$ cat src/rtl/viterbi_ctrl_pkg.sv
// rtl/viterbi_ctrl_pkg.sv - shared types and constants for the Viterbi frame controller
// Contents:
//   state_t    : frame sequencer states
//   LFSR_TAPS  : Galois feedback polynomial for the injection LFSR
//   CNT_W      : width of the per-frame statistics counters
//   lfsr_step  : one right-shift Galois LFSR step
package viterbi_ctrl_pkg;

    typedef enum logic [2:0] {
        IDLE,
        PAYLOAD,
        TAIL,
        DRAIN,
        DONE
    } state_t;

    localparam logic [31:0] LFSR_TAPS = 32'h8020_0003;
    localparam int          CNT_W     = 16;

    function automatic logic [31:0] lfsr_step(input logic [31:0] s);
        return s[0] ? ((s >> 1) ^ LFSR_TAPS) : (s >> 1);
    endfunction

endpackage

$ cat src/rtl/viterbi_lfsr32.sv
// rtl/viterbi_lfsr32.sv - 32-bit Galois LFSR with seed on reset and step enable
// Ports:
//   clk      : system clock
//   rst      : synchronous active-high reset, loads SEED
//   en_i     : advance one step this cycle
//   state_o  : current LFSR state
module viterbi_lfsr32
    import viterbi_ctrl_pkg::*;
#(
    parameter logic [31:0] SEED = 32'hACE1_0001
) (
    input  logic        clk,
    input  logic        rst,
    input  logic        en_i,
    output logic [31:0] state_o
);

    logic [31:0] state_q;

    always_ff @(posedge clk) begin
        if (rst) begin
            state_q <= SEED;
        end else if (en_i) begin
            state_q <= lfsr_step(state_q);
        end
    end

    assign state_o = state_q;

endmodule

$ cat src/rtl/viterbi_frame_ctrl.sv
// rtl/viterbi_frame_ctrl.sv - frame sequencer for encoder, error injection and decoder checking
// Optional feature macro: ERR_BURST_EN (burst injection of 2^ERR_N symbols per trigger).
// Ports:
//   clk, rst           : clock, synchronous active-high reset
//   start_i, err_en_i  : frame start pulse, injection enable sampled at start
//   payload_i, payload_valid_i, payload_ready_o : payload bit handshake
//   enc_en_o, enc_d_o  : encoder enable and data bit
//   inj_mask_o         : XOR mask for the registered encoder symbol
//   dec_d_i            : decoder output bit, DEC_LAT cycles after the encoder bit
//   busy_o, done_o     : frame in progress, end-of-frame pulse
//   inj_ct_o, bit_err_ct_o : per-frame injected symbol and residual bit error counts
module viterbi_frame_ctrl
    import viterbi_ctrl_pkg::*;
#(
    parameter int          FRAME_LEN = 256,
    parameter int          TAIL_LEN  = 2,
    parameter int          DEC_LAT   = 8,
    parameter int          ERR_N     = 4,
    parameter logic [31:0] LFSR_SEED = 32'hACE1_0001
) (
    input  logic             clk,
    input  logic             rst,
    input  logic             start_i,
    input  logic             err_en_i,
    input  logic             payload_i,
    input  logic             payload_valid_i,
    output logic             payload_ready_o,
    output logic             enc_en_o,
    output logic             enc_d_o,
    output logic [1:0]       inj_mask_o,
    input  logic             dec_d_i,
    output logic             busy_o,
    output logic             done_o,
    output logic [CNT_W-1:0] inj_ct_o,
    output logic [CNT_W-1:0] bit_err_ct_o
);

    localparam int TX_W = $clog2(FRAME_LEN + 1);
    localparam int TL_W = $clog2(TAIL_LEN + 2);

    state_t             state_q, state_d;
    logic [TX_W-1:0]    tx_cnt_q, rx_cnt_q;
    logic [TL_W-1:0]    tail_cnt_q;
    logic [DEC_LAT-1:0] ref_q, vld_q;
    logic [CNT_W-1:0]   inj_ct_q, bit_err_ct_q;
    logic [1:0]         inj_mask_q;
    logic               err_en_q;
    logic               hs, trig, mask_set, rx_chk;
    logic [31:0]        lfsr_state;
    logic               lfsr_unused;

    viterbi_lfsr32 #(.SEED(LFSR_SEED)) u_lfsr (
        .clk     (clk),
        .rst     (rst),
        .en_i    (enc_en_o),
        .state_o (lfsr_state)
    );

    // Only the low ERR_N bits decide injection; the rest is intentionally unused.
    assign lfsr_unused = ^lfsr_state;

    // State register
    always_ff @(posedge clk) begin
        if (rst) begin
            state_q <= IDLE;
        end else begin
            state_q <= state_d;
        end
    end

    // Next-state logic
    always_comb begin
        state_d = state_q;
        unique case (state_q)
            IDLE:    if (start_i) state_d = PAYLOAD;
            PAYLOAD: if (hs && tx_cnt_q == TX_W'(FRAME_LEN - 1))
                         state_d = (TAIL_LEN == 0) ? DRAIN : TAIL;
            TAIL:    if (tail_cnt_q == TL_W'(TAIL_LEN - 1)) state_d = DRAIN;
            DRAIN:   if (rx_cnt_q == TX_W'(FRAME_LEN)) state_d = DONE;
            DONE:    state_d = IDLE;
            default: state_d = IDLE;
        endcase
    end

    // Output logic
    always_comb begin
        payload_ready_o = 1'b0;
        enc_en_o        = 1'b0;
        enc_d_o         = 1'b0;
        busy_o          = 1'b1;
        done_o          = 1'b0;
        unique case (state_q)
            IDLE:    busy_o = 1'b0;
            PAYLOAD: begin
                payload_ready_o = 1'b1;
                enc_en_o        = payload_valid_i;
                enc_d_o         = payload_valid_i & payload_i;
            end
            TAIL:    enc_en_o = 1'b1;
            DONE:    done_o = 1'b1;
            default: ;
        endcase
    end

    assign hs     = payload_ready_o & payload_valid_i;
    assign trig   = err_en_q & (&lfsr_state[ERR_N-1:0]);
    assign rx_chk = vld_q[DEC_LAT-1];

`ifdef ERR_BURST_EN
    // Remaining symbols of the current burst after the triggering one.
    logic [ERR_N-1:0] burst_q, burst_d;

    always_comb begin
        mask_set = 1'b0;
        burst_d  = burst_q;
        if (state_q == IDLE || state_q == DONE) begin
            burst_d = '0;
        end else if (enc_en_o) begin
            if (burst_q != '0) begin
                mask_set = 1'b1;
                burst_d  = burst_q - ERR_N'(1);
            end else if (trig) begin
                mask_set = 1'b1;
                burst_d  = '1;
            end
        end
    end

    always_ff @(posedge clk) begin
        if (rst) begin
            burst_q <= '0;
        end else begin
            burst_q <= burst_d;
        end
    end
`else
    always_comb begin
        mask_set = enc_en_o & trig;
    end
`endif

    // Datapath: delay lines, frame counters, statistics
    always_ff @(posedge clk) begin
        if (rst) begin
            tx_cnt_q     <= '0;
            rx_cnt_q     <= '0;
            tail_cnt_q   <= '0;
            ref_q        <= '0;
            vld_q        <= '0;
            inj_ct_q     <= '0;
            bit_err_ct_q <= '0;
            inj_mask_q   <= 2'b00;
            err_en_q     <= 1'b0;
        end else begin
            // Mask lands one cycle after the enc_en cycle, lined up with the registered encoder symbol.
            inj_mask_q <= mask_set ? 2'b11 : 2'b00;
            // Tail bits enter the flag line as invalid so they are never compared.
            ref_q      <= DEC_LAT'({ref_q, enc_d_o});
            vld_q      <= DEC_LAT'({vld_q, hs});
            tail_cnt_q <= (state_q == TAIL) ? tail_cnt_q + TL_W'(1) : '0;
            if (state_q == IDLE && start_i) begin
                err_en_q     <= err_en_i;
                tx_cnt_q     <= '0;
                rx_cnt_q     <= '0;
                inj_ct_q     <= '0;
                bit_err_ct_q <= '0;
            end else begin
                if (hs) tx_cnt_q <= tx_cnt_q + TX_W'(1);
                if (rx_chk) begin
                    rx_cnt_q <= rx_cnt_q + TX_W'(1);
                    if (dec_d_i != ref_q[DEC_LAT-1] && bit_err_ct_q != '1)
                        bit_err_ct_q <= bit_err_ct_q + CNT_W'(1);
                end
                if (mask_set && inj_ct_q != '1) inj_ct_q <= inj_ct_q + CNT_W'(1);
            end
        end
    end

    assign inj_mask_o   = inj_mask_q;
    assign inj_ct_o     = inj_ct_q;
    assign bit_err_ct_o = bit_err_ct_q;

endmodule

$ cat config.mk
export PLATFORM = sky130hd
export DESIGN_NAME = viterbi_frame_ctrl
export DESIGN_NICKNAME = d
export VERILOG_FILES = /design/src/rtl/viterbi_ctrl_pkg.sv /design/src/rtl/viterbi_lfsr32.sv /design/src/rtl/viterbi_frame_ctrl.sv
export SDC_FILE = /design/constraint.sdc
export NUM_CORES = 1
export LEC_CHECK = 0
export CORE_UTILIZATION = 56
export DETAILED_ROUTE_END_ITERATION = 10
export PLACE_DENSITY_LB_ADDON = 0.2
export SETUP_SLACK_MARGIN = 0.05
export SLEW_MARGIN = 20
export SYNTH_ARGS = -nofsm -noshare
export SYNTH_HDL_FRONTEND = slang
export SYNTH_SLANG_ARGS = --single-unit
$ cat constraint.sdc
create_clock -name clk -period 3.1 [get_ports clk]
set_clock_uncertainty 0.05 [all_clocks]
set_input_delay 0.93 -clock clk [delete_from_list [all_inputs] [get_ports clk]]
set_output_delay 0.93 -clock clk [all_outputs]
set_load 0.02 [all_outputs]
==> results_dict.tcl <==
set metrics [dict create \
    critical_path.startpoint_type "primary input" \
    post_route_cells_drive_above_1_share_pct 6.73 \
    post-dp-hpwl_um 5740 \
    post-place-cells 636 \
    num_rows 32 \
    numCtsBuffers 9 \
    setup-violations-final 0 \
    outcome "complete, no violations" \
    rsz0062_at_grt "no" \
    fillCellCount 669 \
    final_design_area_no_fill_sq_mm 0.00518 \
    global_route_wire_length_before_repair_um 14900 \
    final_cells 652 \
    syn_area_sq_mm 0.00442 \
    post_synth.cell_area_avg_sq_um 8.69 \
    h-tree-depth 3 \
    asyncSetResetFlopFracSynth_pct 0 \
    sinks_on_the_clock_net 105 \
    die-height_um 90.9 \
    cts_root_buffer "sky130_fd_sc_hd__clkbuf_8" \
    max-cap-violations 0 \
    clock_latency_ns 0.36 \
    pin_count 46 \
    pwr-share-comb_pct 4.8 \
    placement.io_buffers 45 \
    grt_use_total_pct 21.9 \
    cts_max_path_buffers 2 \
    end_kind "output pin" \
    share_of_power_burned_in_the_clock_network_pct 37.8 \
    timing.rr.start "state_q[0]" \
    worst_ir_drop_vdd_mv 0.345 \
    flow.area_growth_from_synthesis_pct 17.2 \
    worst-path-max-fanout 3 \
    layout_common_cells "105 x sky130_fd_sc_hd__dfxtp_1, 91 x sky130_fd_sc_hd__nand2_1, 47 x sky130_fd_sc_hd__a21oi_1, 41 x sky130_fd_sc_hd__clkdlybuf4s50_1, 24 x sky130_fd_sc_hd__nor2_1" \
    drt_wl_total_um 8680 \
    synth_edf_count 0 \
    finalHoldViolCount 0 \
    pwr-share-seq_pct 57.4 \
    drtIter0Drc 141 \
    mostFrequentLayoutCell "sky130_fd_sc_hd__dfxtp_1" \
    synthXorXnorAreaFrac_pct 2.77 \
    num_vias 3734 \
    antenna_found_initial 0 \
    setup.worst_path.start "payload_valid_i" \
    grt_overflow 0 \
    cellInternalPower_mw 1.87 \
    swShare_pct 22.2 \
    final_total_negative_setup_slack_ns 0 \
    ys_seq_elements 105 \
    count_of_final_max_slew_check_failures 0 \
    cts.reportedPaths.clkPinSlew_ns 0.09 \
    routabilityCongestion 0.795 \
    ys_warn_count 0 \
    synthesized_area_fraction_occupied_by_ao_oa_aoi_and_oai_cells_pct 11.9 \
    number_of_global_route_vias_before_repair 3352 \
    worstSetupPathType "primary input to output pin" \
    die_area_sq_mm 0.00826 \
    synth.yosys.seq_area_share_pct 47.5 \
    tightest_slew_ns 0.765 \
    cts-hold-fix-buffers 0 \
    static-leakage-power_nw 1.73 \
    core_ar_sq_mm 0.00769 \
    max_clock_freq_mhz 359 \
    timing.critical_path.required_ns 2.12 \
    chipWidth_um 90.9 \
    detailed_place.area_sq_mm 0.00496 \
    synth_top_family_by_area "simple AND/OR/NAND/NOR gates" \
    maxSlewHeadroom_pct 48.8 \
    finalNetCount 560 \
    detail_route.first_pass.iterations 4 \
    powerDensity_mw_per_mm2 464 \
    maximum_number_of_pins_on_one_net_before_global_route_repair 44 \
    avgRoutedWirePerCell_um 13.3 \
    synthesis.nets 524 \
    post_synth_mux_area_share_pct 2.74 \
    synth-adder-area-share_pct 2.26 \
    initial_utilization_pct 57.5 \
    vias_per_cell 5.73 \
    drt.antenna.violating_nets 0 \
    netlist-cell-type-count 44 \
    post_cts.resized_instances 11 \
    worstHoldStart "ref_q[4]" \
    arrival_ns 1.81 \
    min-delay-path-class "register to register" \
    finalCriticalPeriod_ns 2.79 \
    synthSimpleGateAreaFrac_pct 29.0 \
    tritoncts "done" \
    cts_setup_buffers 0 \
    yosys_most_used_dff "sky130_fd_sc_hd__dfxtp_1" \
    remaining_drc_errors 0 \
    final.period_utilization_pct 89.9 \
    antenna_diodes 0 \
    syn-instance-count 509 \
    total_switching_power_mw 0.533 \
]
==> path summary, 6_finish.rpt <==
kind | to | slack, ns | cells after the start
worst max-delay path | enc_en_o | 0.31 | 5
worst max register to register | inj_ct_o[10] | 0.84 | 5
worst min-delay path | ref_q[5] | 0.39 | 1
worst min register to register | ref_q[5] | 0.39 | 1
==> final cells by class <==
| type | instances | area (sq um) | share of cell area, % |
|---|---|---|---|
| timing repair buffer | 56 | 529 | 10.2 |
| multi-input combinational | 364 | 2170 | 41.9 |
| clock inverter | 7 | 92.6 | 1.79 |
| tap | 102 | 128 | 2.46 |
| sequential | 105 | 2100 | 40.6 |
| clock buffer | 9 | 124 | 2.39 |
| inverter | 9 | 33.8 | 0.652 |
==> power by group through the flow <==
| stage | registers, mW | logic (mW) | clock network, mW |
|---|---|---|---|
| after floorplan | 1.40 | 0.0833 | 0 |
| after global placement | 1.41 | 0.114 | 0 |
| after detailed placement | 1.41 | 0.117 | 0 |
| after CTS | 1.38 | 0.117 | 0.939 |
| after global routing | 1.38 | 0.129 | 0.989 |
| final | 1.38 | 0.116 | 0.909 |
==> registers in the layout (all words and copies together) (netlist names) <==
name / flops
bit_err_ct_o: 16
inj_mask_o: 1
tail_cnt_q: 2
vld_q: 8
u_lfsr.state_o: 32
tx_cnt_q: 9
err_en_q: 1
ref_q: 8
inj_ct_o: 16
state_q: 3
rx_cnt_q: 9
==> critical path, cell delays in order <==
cell and delay [ns]:
sky130_fd_sc_hd__dlygate4sd2_1 0.27, sky130_fd_sc_hd__nand4bb_1 0.17, sky130_fd_sc_hd__and2_1 0.20, sky130_fd_sc_hd__inv_1 0.07
sky130_fd_sc_hd__buf_2 0.16
==> Yosys cell counts (10+ instances only) <==
cell,instances,area share [%]
sky130_fd_sc_hd__a21oi_1,47,5.3
sky130_fd_sc_hd__clkbuf_1,24,2.0
sky130_fd_sc_hd__dfxtp_1,105,48
sky130_fd_sc_hd__mux2i_1,11,2.5
sky130_fd_sc_hd__nand2_1,91,7.7
sky130_fd_sc_hd__nand3_1,12,1.4
sky130_fd_sc_hd__nand4_1,10,1.4
sky130_fd_sc_hd__nor2_1,24,2.0
sky130_fd_sc_hd__nor2b_1,15,2.1
sky130_fd_sc_hd__o21ai_0,10,1.1
sky130_fd_sc_hd__o31ai_1,16,2.7
sky130_fd_sc_hd__or3_1,21,3.0
sky130_fd_sc_hd__or4_1,14,2.4
==> cells by family after synthesis <==
logic type                 after synthesis
AOI/OAI and AO/OA                       88
xor gates and xnor gates                14
adders and majority gates                8
buffers and inverters                   40
DFF                                    105
muxes                                   12
and+or+nand+nor                        242
==> layer usage <==
| layer | vias to the layer above | track usage, % | share of wire [%] |
|---|---|---|---|
| met3 | 7 | 5.05 | 3.7 |
| li1 | 1873 | - | - |
| met4 | 0 | 6.88 | 1.1 |
| met5 | - | 0 | 0 |
| met2 | 77 | 38.8 | 49 |
| met1 | 1777 | 26.3 | 46 |
==> per-stage QoR <==
step / power (mW) / util (%) / worst slack [ns] / hold WS, ns
detailed placement: 1.53 / 64.6 / -0.519 / 0.375
global placement: 1.52 / 64.6 / -0.514 / 0.363
floorplan: 1.49 / - / 0.279 / 0.354
global route: 2.50 / 67.4 / 0.239 / 0.417
finish: 2.40 / 67.4 / 0.313 / 0.394
CTS: 2.43 / 67.4 / 0.312 / 0.396
(Power assumes the default switching activity.)
